--- src/rtl/brc_pkg.sv ---
// Shared definitions for the branch resolution controller.
//   - funct3 encodings of the RV32I conditional branches
//   - FSM state type for brc_ctrl
//   - default width of the performance counters
package brc_pkg;

  localparam logic [2:0] F3_BEQ  = 3'b000;
  localparam logic [2:0] F3_BNE  = 3'b001;
  localparam logic [2:0] F3_BLT  = 3'b100;
  localparam logic [2:0] F3_BGE  = 3'b101;
  localparam logic [2:0] F3_BLTU = 3'b110;
  localparam logic [2:0] F3_BGEU = 3'b111;

  localparam int unsigned CNT_W_DEFAULT = 32;

  typedef enum logic {
    ST_IDLE,
    ST_REDIRECT
  } brc_state_e;

endpackage

--- src/rtl/br_cond.sv ---
// Branch condition decode. Turns the comparator flags and a branch funct3
// into a taken condition. Purely combinational.
// Ports:
//   i_funct3    branch funct3
//   i_less      comparator less-than flag (signedness chosen upstream)
//   i_equal     comparator equality flag
//   o_cond      branch condition holds
//   o_valid_f3  funct3 is a defined branch encoding
module br_cond
  import brc_pkg::*;
(
  input  logic [2:0] i_funct3,
  input  logic       i_less,
  input  logic       i_equal,
  output logic       o_cond,
  output logic       o_valid_f3
);

  always_comb begin
    o_cond     = 1'b0;
    o_valid_f3 = 1'b1;
    case (i_funct3)
      F3_BEQ:           o_cond = i_equal;
      F3_BNE:           o_cond = ~i_equal;
      F3_BLT, F3_BLTU:  o_cond = i_less;
      F3_BGE, F3_BGEU:  o_cond = ~i_less;
      default:          o_valid_f3 = 1'b0;
    endcase
  end

endmodule

--- src/rtl/brc_ctrl.sv ---
// Branch resolution controller in EX. Selects comparator signedness, decides
// taken, and one cycle later issues a PC redirect plus a squash of IF/ID,
// ID/EX and EX/MEM. Keeps resolved and taken conditional-branch counters.
// Ports:
//   i_clk, i_reset        clock, synchronous active-high reset
//   i_stall               global pipeline freeze
//   i_ex_valid            EX holds a live instruction
//   i_ex_is_branch        B-type in EX
//   i_ex_is_jump          JAL/JALR in EX
//   i_ex_funct3           branch funct3
//   i_ex_target           computed branch/jump target
//   i_br_less, i_br_equal comparator flags
//   o_br_uns              comparator unsigned select (combinational)
//   o_pc_sel              PC mux takes o_pc_target
//   o_pc_target           registered redirect target
//   o_flush_*             squash the named pipeline register at next edge
//   o_br_count            resolved conditional branches
//   o_taken_count         taken conditional branches
module brc_ctrl
  import brc_pkg::*;
#(
  parameter int unsigned XLEN  = 32,
  parameter int unsigned CNT_W = CNT_W_DEFAULT
) (
  input  logic             i_clk,
  input  logic             i_reset,
  input  logic             i_stall,
  input  logic             i_ex_valid,
  input  logic             i_ex_is_branch,
  input  logic             i_ex_is_jump,
  input  logic [2:0]       i_ex_funct3,
  input  logic [XLEN-1:0]  i_ex_target,
  input  logic             i_br_less,
  input  logic             i_br_equal,
  output logic             o_br_uns,
  output logic             o_pc_sel,
  output logic [XLEN-1:0]  o_pc_target,
  output logic             o_flush_if_id,
  output logic             o_flush_id_ex,
  output logic             o_flush_ex_mem,
  output logic [CNT_W-1:0] o_br_count,
  output logic [CNT_W-1:0] o_taken_count
);

  logic w_cond;
  logic w_valid_f3;
  logic w_take;
  logic w_count;

  brc_state_e       r_state;
  logic             r_redirect;
  logic [XLEN-1:0]  r_pc_target;
  logic [CNT_W-1:0] r_br_count;
  logic [CNT_W-1:0] r_taken_count;

  br_cond u_br_cond (
    .i_funct3   (i_ex_funct3),
    .i_less     (i_br_less),
    .i_equal    (i_br_equal),
    .o_cond     (w_cond),
    .o_valid_f3 (w_valid_f3)
  );

  assign o_br_uns = (i_ex_funct3 == F3_BLTU) || (i_ex_funct3 == F3_BGEU);

  assign w_take  = i_ex_valid & (i_ex_is_jump | (i_ex_is_branch & w_cond));
  assign w_count = i_ex_valid & i_ex_is_branch & w_valid_f3;

  // r_redirect mirrors ST_REDIRECT so the redirect/flush outputs come straight
  // from a flop, with no path from the comparator flags.
  always_ff @(posedge i_clk) begin
    if (i_reset) begin
      r_state       <= ST_IDLE;
      r_redirect    <= 1'b0;
      r_pc_target   <= '0;
      r_br_count    <= '0;
      r_taken_count <= '0;
    end else begin
      case (r_state)
        ST_IDLE: begin
          if (!i_stall) begin
            if (w_take) begin
              r_pc_target <= i_ex_target;
              r_redirect  <= 1'b1;
              r_state     <= ST_REDIRECT;
            end
            if (w_count) begin
              r_br_count <= r_br_count + CNT_W'(1);
              if (w_cond) r_taken_count <= r_taken_count + CNT_W'(1);
            end
          end
        end
        ST_REDIRECT: begin
          // Whatever sits in EX now is wrong-path: no capture, no count.
          if (!i_stall) begin
            r_redirect <= 1'b0;
            r_state    <= ST_IDLE;
          end
        end
        default: begin
          r_redirect <= 1'b0;
          r_state    <= ST_IDLE;
        end
      endcase
    end
  end

  assign o_pc_sel       = r_redirect;
  assign o_flush_if_id  = r_redirect;
  assign o_flush_id_ex  = r_redirect;
  assign o_flush_ex_mem = r_redirect;
  assign o_pc_target    = r_pc_target;
  assign o_br_count     = r_br_count;
  assign o_taken_count  = r_taken_count;

endmodule
--- config.mk ---
export PLATFORM = sky130hd
export DESIGN_NAME = brc_ctrl
export DESIGN_NICKNAME = d
export VERILOG_FILES = /design/src/rtl/brc_pkg.sv /design/src/rtl/br_cond.sv /design/src/rtl/brc_ctrl.sv
export SDC_FILE = /design/constraint.sdc
export NUM_CORES = 1
export LEC_CHECK = 0
export ABC_AREA = 0
export BUFFER_PORTS_ARGS = -buffer_cell sky130_fd_sc_hd__buf_2
export CORE_MARGIN = 2
export CORE_UTILIZATION = 55
export CTS_CLUSTER_SIZE = 8
export DETAILED_ROUTE_END_ITERATION = 6
export GPL_TIMING_DRIVEN = 0
export MAX_ROUTING_LAYER = met4
export PLACE_DENSITY = 0.86
export RECOVER_POWER = 25
export SLEW_MARGIN = 20
export SYNTH_ARGS = -nofsm -noshare
export SYNTH_HDL_FRONTEND = slang
export SYNTH_HIERARCHICAL = 1
export SYNTH_SLANG_ARGS = --single-unit
--- constraint.sdc ---
create_clock -name i_clk -period 5.15 [get_ports i_clk]
set_input_delay 0 -clock i_clk [delete_from_list [all_inputs] [get_ports i_clk]]
set_output_delay 0 -clock i_clk [all_outputs]
set_load 0.03 [all_outputs]
## Word-level counts from Yosys, hierarchy flattened

Index checks and enable logic that the tools add are counted.

| operators by class | value |
|---|---|
| reductions and logical operators | 9 |
| bitwise logic cells | 9 |
| add/subtract/negate cells | 2 |
| equality and inequality tests | 8 |
| multiplexer cells | 10 |

Operators with widths:

| kind | count |
|---|---|
| $add A32 B1 Y32 const B | 2 |
| $eq A3 B3 Y1 const B | 4 |
| $reduce_and A3 Y1 | 3 |
| $mux W1 | 7 |
| $ne A2 B2 Y1 const B | 3 |
| $reduce_or A6 Y1 | 1 |
| $and A1 B1 Y1 | 4 |
| $not A1 Y1 | 4 |
| $pmux W1 S2 | 2 |
| $pmux W1 S4 | 1 |
| $reduce_and A4 Y1 | 1 |
| $reduce_or A2 Y1 | 2 |
| $eq A3 B1 Y1 const B | 1 |
| $logic_not A3 Y1 | 1 |
| $logic_or A1 B1 Y1 | 1 |
| $or A1 B1 Y1 | 1 |

| word-level totals | value |
|---|---|
| register bits after elaboration | 98 |

## Logic depth before layout (Yosys ltp)

| logic depth | value |
|---|---|
| depth after elaboration | 9 |
| depth in mapped cells | 8 |

## Modules after synthesis

Netlist, hierarchy kept.

Modules (own cells, without submodules):

| module | seq. area each (µm²) | cells each | area an instance (µm²) | times used |
|---|---|---|---|---|
| brc_ctrl | 1961.9 | 532 | 4399.2 | 1 |
| br_cond | 0.0 | 5 | 36.3 | 1 |

## Worst setup path before layout

Ideal clock, no wire load.

| path | value |
|---|---|
| kind | register -> register |
| from | reg r_br_count[0], in the netlist o_br_count[0] |
| to | reg r_br_count[30], in the netlist o_br_count[30] |
| data arrival time | 2.161 ns |
| path buffers | 1 |
| path slack | 2.918 ns |
| setup time | 0.070 ns |
| cell stages (with the launch flop) | 7 |
| period minus slack after synthesis | 2.232 ns |
| path through | dfxtp_1 -> ha_1 -> and3_1 -> or4b_1 -> buf_2 -> or4_1 -> a21oi_1 |

| on the way | value |
|---|---|
| longest elaborated chain between the ends | 1 |

RTL lines:

| what | RTL line | text |
|---|---|---|
| start, declared | brc_ctrl.sv:53 | `logic [CNT_W-1:0] r_br_count;` |
| start signal, assigned | brc_ctrl.sv:88 | `r_br_count <= r_br_count + CNT_W'(1);` |
| $add A32 B1 Y32 | brc_ctrl.sv:88 |  |

No other way between the ends.
A chain may end at the register's enable or synchronous reset.

## Worst setup path in the final report

| path | value |
|---|---|
| from | reg r_br_count[0], in the netlist o_br_count[0] |
| to | reg r_br_count[28], in the netlist o_br_count[28] |

The elaborated chain is that of the path after synthesis.

==> summary.md <==
| Metric | Value |
|---|---|
| Status | `completed` |
| Nets@finish | `769` |
| Clk buf depth | `2` |
| Num CTS Buffers | `9` |
| Largest net degree at the start of global routing | `16` |
| Worst clock skew | `11.1 ps` |
| Routed wire length on met2 | `6570 um` |
| Reg2Reg Depth | `7` |
| WL met1 | `5510 um` |
| GP Congestion | `0.820` |
| Final setup TNS | `0 ps` |
| Async set or reset register ratio after synthesis | `0%` |
| Synth area leaders | `dfxtp_1 44%, a21oi_1 8.5%, nand2_1 7.3%` |
| Post-synth top area share | `44.2%` |
| N_diodes | `0` |
| Slew @ Worst Pin | `620 ps` |
| Initial Util | `57.1%` |
| Highest-count cells in the layout ignoring fill and taps | `98 x buf_2, 98 x dfxtp_1, 86 x nand2_1` |
| Most used flip-flop cell after synthesis | `dfxtp_1` |
| Yosys top cell by area | `dfxtp_1` |
| Clk root buf | `clkbuf_8` |
| FF-to-FF End | `o_br_count[28]` |
| H-tree levels | `3` |
| Die height | `93.8 um` |
| Final Hold Violating Endpoints | `0` |
| CTS tree | `built` |
| Setup violations, final | `0` |
| RSZ-0062 raised after global routing | `false` |
| Crit path launch | `o_br_count[0]` |
| WP data required | `5370 ps` |
| Hold Path Class | `in -> reg` |
| Pleak | `2.11 nW` |
| Syn Nets | `582` |
| # clock sinks | `98` |
| Cells after Synth | `537` |
| Post-route ant nets | `0` |
| Tcrit/Tclk final | `45.7%` |
| Die area | `8800 sq um` |
| Worst-path clk slew | `90 ps` |
| Mapped Area | `4440 sq um` |
| Worst Hold Slack | `51.0 ps` |
| Vias per cell | `5.90` |
| DP HPWL | `8770 um` |
| Cell Rows | `32` |
| Total number of vias | `4907` |
| Vias in the first global route | `4670` |
| Slew Limit Headroom | `58.4%` |
| Critical path arrival | `2570 ps` |
| Chip width | `93.8 um` |
| Crit Path Max Fanout | `10` |
| Core outline area | `7770 sq um` |
| Met3 routed WL | `991 um` |
| Wirelength per Cell | `16.2 um` |
| Total congestion overflow | `0` |
| PD cells | `249 nW/um^2` |
| Max rail drop VDD | `165 uV` |
| Top Ports | `144` |
| Avg Inst Size Synth | `8.26 sq um` |
| Layout cell share with drive strength beyond 1 | `17.7%` |
| Post-CTS sizing | `0` |
| #FFs+latches synth | `98` |
| Area delta synth->final | `29.7%` |
| First-pass GRT wire length | `21400 um` |
| DRT iter0 DRCs | `255` |
| Post-synth EDFFs | `0` |
| Port Buffers | `143` |
| GRT Resource Usage Total | `31.3%` |
| Initial antenna violation count | `0` |
| Startpoint type of the worst setup path | `flip-flop` |
| Critical path capture point | `o_br_count[28]` |
| CP endpoint kind | `flip-flop` |
| Register area share after synthesis | `44.2%` |
| # Max-Cap Violations | `0` |
| Period minus WS final | `2350 ps` |
| Worst-Skew Late Latency | `350 ps` |
| Max-slew violation count | `0` |
| Routed Wire Length | `13500 um` |
| Synth warn | `6` |
| R2r startpoint | `o_br_count[0]` |
| Kind of critical path | `reg -> reg` |
| Max Fclk | `425 MHz` |
| R2r setup slk | `2800 ps` |
| DRC viols | `0` |
| DRT Pass-1 Iters | `4` |
| Max Used Layer | `met4` |
| Distinct cells, synth | `37` |
-- worst max-delay path, cell delays in order (launching register included) --
cell	delay, ps
dfxtp_1	420
ha_1	190
and3_1	250
or4b_1	470
buf_2	200
clkbuf_1	260
o31ai_1	330
a21oi_1	90
-- power by group --
group | internal, mW | total, mW | switching, mW
combinational | 0.0509 | 0.137 | 0.0861
clock | 0.251 | 0.521 | 0.270
sequential | 0.769 | 0.777 | 0.00812
total | 1.07 | 1.43 | 0.364
-- cell families (layout without fill, tap and decap cells) --
kind of cell | count (synthesis) | count (layout) | share of synthesized area, %
compound gates | 116 | 116 | 14.8
xor+xnor | 18 | 18 | 3.55
fa+ha+maj | 2 | 2 | 0.564
buf+inv | 42 | 234 | 3.95
flops | 98 | 98 | 44.2
mux | 7 | 7 | 1.75
simple gates | 254 | 254 | 31.1
-- registers in the layout, summed over array words and instances, names as in the netlist --
register / cells
o_br_count: 32
o_pc_target: 32
o_taken_count: 32
o_flush_ex_mem: 1
r_state: 1
-- per-stage QoR --
stage | cell area (sq um) | std cells | util [%] | setup slack (ps) | power [mW]
3_3_place_gp | 5280 | 782 | 68.0 | 2910 | 0.905
6_report | 5750 | 831 | 74.1 | 2800 | 1.43
3_5_place_dp | 5280 | 782 | 68.0 | 2860 | 0.907
2_1_floorplan | 4440 | 537 | - | 2920 | 0.862
4_1_cts | 5810 | 831 | 74.9 | 2840 | 1.43
5_1_grt | 5750 | 831 | 74.1 | 2620 | 1.48
-- routing by layer --
layer	up-vias	GRT usage, %
li1	2329	-
met1	2314	37.2
met2	224	50.7
met3	40	5.94
met4	0	15.8
met5	-	-
-- worst min-delay path by stage --
stage	from	to	slack (ps)	cells past startpoint
after floorplan	i_ex_target[0]	o_pc_target[0]	140	2
after global placement	i_ex_target[11]	o_pc_target[11]	240	3
after detailed placement	i_ex_target[12]	o_pc_target[12]	250	3
after CTS	i_reset	o_taken_count[28]	40	3
after global routing	i_reset	o_taken_count[28]	90	3
final	i_reset	o_taken_count[31]	50	3
-- area by class of cell --
type	count	area [sq um]
Multi-Input combinational cell	397	2300
Tap cell	102	128
Sequential cell	98	1960
Buffer	37	156
Timing Repair Buffer	176	985
Inverter	5	18.8
Clock buffer	12	155
Fill cell	588	2010
Clock inverter	4	50.0
-- timing repair --
item / in CTS / in global routing
buffers inserted: 0 / 0
hold endpoints to repair: 34 / 0
setup endpoints to repair: 0 / 0
hold buffers: 33 / 0
-- synth_stat cells (all sizes together) (10+ instances only) --
library cell and number:
nand3 24, dfxtp 98, nor2 26, a21oi 75, or4 31, or3 14, and4 10, clkbuf 30
nand4 22, o31ai 27, o21ai 12, xor2 11, nand2 86
Note: power is estimated with default switching activity, not from simulation.
